--- src/rtl/eth_tx_drv.sv ---
// Ethernet MII transmit driver.
// Takes one whole frame as a wide parallel word over valid/ready. Sends it as
// 4-bit nibbles: preamble and SFD first, then the frame, then an optional
// CRC-32 FCS, then a fixed inter-frame gap. The serialiser only advances on
// clk edges where tx_nib_en is high.
//
// state    | meaning
// ---------+------------------------------------------------------------
// IDLE     | ready asserted, waiting for a frame
// PREAMBLE | 15 nibbles of 5, then D (SFD 0xD5)
// DATA     | frame nibbles, byte 0 first, low nibble of each byte first
// FCS      | ~crc, least significant nibble first (CRC_EN=1 only)
// IFG      | tx_en low for IFG_NIBBLES strobes; the frame is counted here
module eth_tx_drv #(
   parameter int ETH_MAX_FRAME_SIZE = 256,
   parameter bit CRC_EN             = 1'b1,
   parameter int IFG_NIBBLES        = 24
) (
   input  logic                          clk,
   input  logic                          rst,
   input  logic [ETH_MAX_FRAME_SIZE-1:0] tx_drv_wr_data,
   input  logic                          tx_drv_wr_valid,
   output logic                          tx_drv_wr_ready,
   input  logic                          tx_nib_en,
   output logic [3:0]                    txd,
   output logic                          tx_en,
   output logic                          tx_busy,
   output logic [15:0]                   tx_frame_count
);

   localparam int W         = ETH_MAX_FRAME_SIZE;
   localparam int DATA_NIBS = W / 4;
   localparam int MAX_A     = (DATA_NIBS > 16) ? DATA_NIBS : 16;
   localparam int CNT_MAX   = (IFG_NIBBLES > MAX_A) ? IFG_NIBBLES : MAX_A;
   localparam int CW        = $clog2(CNT_MAX + 1);

   localparam logic [2:0] ST_IDLE = 3'd0;
   localparam logic [2:0] ST_PRE  = 3'd1;
   localparam logic [2:0] ST_DATA = 3'd2;
   localparam logic [2:0] ST_FCS  = 3'd3;
   localparam logic [2:0] ST_IFG  = 3'd4;

   localparam logic [CW-1:0] PRE_LAST  = CW'(15);
   localparam logic [CW-1:0] DATA_LAST = CW'(DATA_NIBS - 1);
   localparam logic [CW-1:0] FCS_LAST  = CW'(7);
   localparam logic [CW-1:0] IFG_LAST  = CW'(IFG_NIBBLES - 1);

   localparam logic [31:0] CRC_INIT = 32'hFFFF_FFFF;

   logic [2:0]    state;
   logic [CW-1:0] cnt;
   logic [W-1:0]  shreg;
   logic [31:0]   crc;
   logic [31:0]   crc_next;
   logic [31:0]   fcs;
   logic [3:0]    data_nib;
   logic [3:0]    fcs_nib;

   // Reflected CRC-32, four bit-serial steps, data LSB first
   function automatic logic [31:0] crc_nib(input logic [31:0] c, input logic [3:0] d);
      logic [31:0] r;
      r = c;
      for (int i = 0; i < 4; i++) begin
         if (r[0] ^ d[i])
            r = (r >> 1) ^ 32'hEDB8_8320;
         else
            r = r >> 1;
      end
      return r;
   endfunction

   // Current data nibble (the top byte holds the next byte to send), next CRC and FCS nibble
   always_comb begin
      data_nib = cnt[0] ? shreg[W-1 -: 4] : shreg[W-5 -: 4];
      crc_next = crc_nib(crc, data_nib);
      fcs      = ~crc;
      fcs_nib  = fcs[{cnt[2:0], 2'b00} +: 4];
   end

   // Sequencer: state, nibble counter, shift register, CRC and all registered outputs
   always_ff @(posedge clk or negedge rst) begin
      if (!rst) begin
         state           <= ST_IDLE;
         cnt             <= '0;
         shreg           <= '0;
         crc             <= CRC_INIT;
         txd             <= 4'h0;
         tx_en           <= 1'b0;
         tx_busy         <= 1'b0;
         tx_drv_wr_ready <= 1'b0;
         tx_frame_count  <= 16'd0;
      end else begin
         case (state)
            ST_IDLE: begin
               if (tx_drv_wr_valid && tx_drv_wr_ready) begin
                  shreg           <= tx_drv_wr_data;
                  state           <= ST_PRE;
                  cnt             <= '0;
                  tx_drv_wr_ready <= 1'b0;
                  tx_busy         <= 1'b1;
               end else begin
                  tx_drv_wr_ready <= 1'b1;
               end
            end
            ST_PRE: begin
               if (tx_nib_en) begin
                  tx_en <= 1'b1;
                  if (cnt == PRE_LAST) begin
                     txd   <= 4'hD;
                     state <= ST_DATA;
                     cnt   <= '0;
                  end else begin
                     txd <= 4'h5;
                     cnt <= cnt + CW'(1);
                  end
               end
            end
            ST_DATA: begin
               if (tx_nib_en) begin
                  txd <= data_nib;
                  crc <= crc_next;
                  // Both nibbles of the top byte are out: bring up the next byte
                  if (cnt[0])
                     shreg <= shreg << 8;
                  if (cnt == DATA_LAST) begin
                     state <= CRC_EN ? ST_FCS : ST_IFG;
                     cnt   <= '0;
                  end else begin
                     cnt <= cnt + CW'(1);
                  end
               end
            end
            ST_FCS: begin
               if (tx_nib_en) begin
                  txd <= fcs_nib;
                  if (cnt == FCS_LAST) begin
                     state <= ST_IFG;
                     cnt   <= '0;
                  end else begin
                     cnt <= cnt + CW'(1);
                  end
               end
            end
            ST_IFG: begin
               if (tx_nib_en) begin
                  tx_en <= 1'b0;
                  txd   <= 4'h0;
                  if (cnt == '0)
                     tx_frame_count <= tx_frame_count + 16'd1;
                  if (cnt == IFG_LAST) begin
                     state           <= ST_IDLE;
                     cnt             <= '0;
                     crc             <= CRC_INIT;
                     tx_busy         <= 1'b0;
                     tx_drv_wr_ready <= 1'b1;
                  end else begin
                     cnt <= cnt + CW'(1);
                  end
               end
            end
            default: begin
               state           <= ST_IDLE;
               cnt             <= '0;
               crc             <= CRC_INIT;
               txd             <= 4'h0;
               tx_en           <= 1'b0;
               tx_busy         <= 1'b0;
               tx_drv_wr_ready <= 1'b0;
            end
         endcase
      end
   end

endmodule

--- config.mk ---
export PLATFORM = sky130hd
export DESIGN_NAME = eth_tx_drv
export DESIGN_NICKNAME = d
export VERILOG_FILES = /design/src/rtl/eth_tx_drv.sv
export SDC_FILE = /design/constraint.sdc
export NUM_CORES = 1
export LEC_CHECK = 0
export BUFFER_PORTS_ARGS = -buffer_cell sky130_fd_sc_hd__buf_2
export CAP_MARGIN = 20
export CORE_ASPECT_RATIO = 0.6
export CORE_UTILIZATION = 50
export DETAILED_ROUTE_END_ITERATION = 10
export GPL_ROUTABILITY_DRIVEN = 0
export GPL_TIMING_DRIVEN = 1
export PLACE_DENSITY = 0.76
export SYNTH_ARGS = -nofsm -noshare
export SYNTH_HDL_FRONTEND = slang
export SYNTH_SLANG_ARGS = --single-unit
--- constraint.sdc ---
create_clock -name clk -period 2.06 [get_ports clk]
set_input_delay 0 -clock clk [delete_from_list [all_inputs] [get_ports clk]]
set_output_delay 0 -clock clk [all_outputs]
set_load 0.01 [all_outputs]
==> out/metrics.cfg <==
[status]
status=completed

[placement]
dpl.hpwl_mm=28.2
post_dp_cell_area_sq_um=17200
placedCellCount=2353
io_buffers=282

[clocking]
cts_tree=done
insertion_delay_ps=580
htree_levels=1
numClockSinks=321
cts.clk_slew.worst_paths_ps=60
cts_root_buf=clkbuf_16
cts_made_buffers=30
cts_buffer_depth=3

[drt]
routed-wl-met2_mm=22.3
antenna_left=0
drt-initial-drc-count=1465
top_layer_used=met4
wl_met1_mm=20.3
dr.pass1.iters=5
wl_per_cell_um=18.2
vias=15030
routed_wl_mm=48.7
drc=0
met3_length_mm=3.90
via_per_inst=5.61

[pwr]
p_int_w=0.0105
power_w=0.0137
p_switching_w=0.00322
combPwrFrac_pct=10.3
p_leak_nw=10.2
p_seq_share_pct=46.7
p_clk_share_pct=43.0
swShare_pct=23.5
p_per_area_nw_per_um2=653
ir_drop_v=0.000563

[timing]
timing.fmax_mhz=494
hold_viol=0
min_period_over_period_pct=98.2
rsz0062_at_grt=true
min_period_ps=2020
finalSetupViolations=0
drv_slew=0
slew_headroom_pct=61.3
fin_skew_ps=16.2
hold_slack_ps=66.9
worst_slew_pin_slew_ps=575

[yosys]
synth_area_per_cell_sq_um=8.67
ys_types=55
ys_seq_elements=321
ys.warnings.count=0
ys.flop_type=dfrtp_1
synth-seq-area-share_pct=53.9
synth_edf_count=0
syn_inst=1728
async_flop_share_pct=100
synth_nets=1991
synth_area_sq_um=15000

[floorplan]
die_h_um=136
core_area_sq_um=29100
chipWidth_um=225
initial_core_util_pct=51.4
io_pins=283
fp-row-count=48
die_area_sq_um=30700

[worst_setup_path]
slowest_delay_ps=560
crit_chain=or4_4, nor4_4, buf_4, and3_4, nand2_2, xnor2_1
crit_start=cnt[3]$_DFFE_PN0P_
start_kind=flip-flop
worstPathArrival_ps=2460
timing.rr.start=cnt[3]$_DFFE_PN0P_
path_buf_inv=1
worstSetupPathType=reg -> reg
cp.required_ps=2500
cp_slowest_cell=or4_4
crit_fanout=4
cpLargestDelayFamily=simple AND/OR/NAND/NOR gates
cp-end-kind=flip-flop

[final_layout]
layout_commonest_cell=nand2_1
drive_gt1_share_pct=21.5
syn_to_final_growth_pct=40.4
nNetsFinal=2509
instances_no_fill=2678
fin_area_sq_um=21000
most-common-layout-cells=nand2_1, dfrtp_1, buf_2

[run]
drv_cap=0

[global_route]
grt_pass1_wl_mm=76.2
grt_usage_pct=31.5
antenna_found_initial=5
grt_pass1_vias=14720
overflow=0
grt_max_degree=143

[min_path]
min_path_type=in -> async

==> area by class of cell <==
type	instances	area (sq um)
repair buffers	616	4910
fillers	2008	8090
inverters	6	22.5
flip-flops and latches	321	8080
multi-input cells	1271	6470
clock inverters	14	194
clock buffers	42	846
well taps	400	500
diodes	8	20.0
==> cell usage after synthesis (2+ instances only) <==
| library cell | number | area share (%) |
|---|---|---|
| or2_2 | 2 | 0.083 |
| buf_2 | 22 | 0.73 |
| o21ai_1 | 3 | 0.10 |
| xor2_1 | 24 | 1.4 |
| ha_1 | 3 | 0.25 |
| o211ai_1 | 4 | 0.20 |
| xnor2_2 | 4 | 0.43 |
| a31oi_1 | 261 | 11 |
| nor3_1 | 8 | 0.27 |
| nand2b_1 | 4 | 0.17 |
| mux2i_1 | 9 | 0.60 |
| xnor2_1 | 20 | 1.2 |
| buf_1 | 10 | 0.25 |
| o41ai_1 | 2 | 0.12 |
| o2bb2ai_1 | 2 | 0.12 |
| nand2_1 | 540 | 14 |
| buf_6 | 2 | 0.15 |
| and3_1 | 2 | 0.083 |
| a21oi_1 | 14 | 0.47 |
| or3_1 | 2 | 0.083 |
| o21ai_0 | 18 | 0.60 |
| mux4_2 | 8 | 1.2 |
| clkbuf_1 | 96 | 2.4 |
| nor2b_1 | 2 | 0.083 |
| o22a_1 | 15 | 0.88 |
| inv_1 | 5 | 0.13 |
| dfrtp_1 | 289 | 48 |
| nand4_1 | 2 | 0.083 |
| xnor3_1 | 4 | 0.60 |
| nand3_1 | 14 | 0.47 |
| dfstp_2 | 32 | 5.6 |
| nor2_1 | 282 | 7.1 |
==> timing repair <==
action,in CTS,in global routing
hold endpoints to repair,547,0
setup endpoints to repair,8,87
setup buffers,0,2
resized for setup,3,21
pin swaps,0,4
hold buffers,259,0
==> worst paths after layout <==
path                                             endpoint  slack, ps  cells past startpoint
max                         tx_frame_count[4]$_DFFE_PN0P_         40                      6
min                        tx_frame_count[11]$_DFFE_PN0P_         70                      3
max reg2reg                 tx_frame_count[4]$_DFFE_PN0P_         40                      6
min reg2reg                          shreg[1]$_DFFE_PN0P_        470                      2
max in group asynchronous          shreg[196]$_DFFE_PN0P_       1520                      3
min in group clk                      tx_busy$_DFFE_PN0P_         90                      5
==> worst min-delay path: cells and delay by family <==
family | cells | cell delay, ps
buf+inv | 3 | 1000
==> power groups by stage <==
| stage | Sequential [W] | Combinational, W | Clock [W] |
|---|---|---|---|
| after CTS | 0.00642 | 0.00135 | 0.00598 |
| after floorplan | 0.00652 | 0.000390 | 0 |
| final | 0.00642 | 0.00141 | 0.00591 |
| after detailed placement | 0.00653 | 0.000954 | 0 |
| after global placement | 0.00653 | 0.000938 | 0 |
| after global routing | 0.00642 | 0.00153 | 0.00622 |
==> metal layers <==
layer,vias to the layer above,GRT usage (%)
li1,6879,-
met1,7117,42.7
met2,828,49.9
met3,206,6.18
met4,0,13.1
met5,-,0
==> flip-flops by register name, summed over array words and instances, names as in the netlist <==
register / flops
crc: 32
shreg: 256
tx_en: 1
txd: 4
cnt: 7
state: 3
tx_busy: 1
tx_drv_wr_ready: 1
tx_frame_count: 16
==> kinds of logic (layout without fill, tap and decap cells) <==
kind of cell	count (synthesis)	count (layout)	synth area share, %
compound gates	327	327	13.8
xor+xnor	52	52	3.61
fa+ha+maj	3	3	0.251
buf+inv	136	678	3.69
flops	321	321	53.9
mux	18	18	1.88
other cells	0	8	0
simple gates	871	871	22.9
==> through the flow <==
stage	TNS [ps]	utilization [%]	setup WS, ps
after floorplan	0	-	12.7
after global placement	0	59.2	30.7
after detailed placement	-368	59.2	-118
after CTS	0	71.8	11.4
after global routing	-318	72.2	-74.2
final	0	72.2	37.6
(Power assumes the default switching activity.)
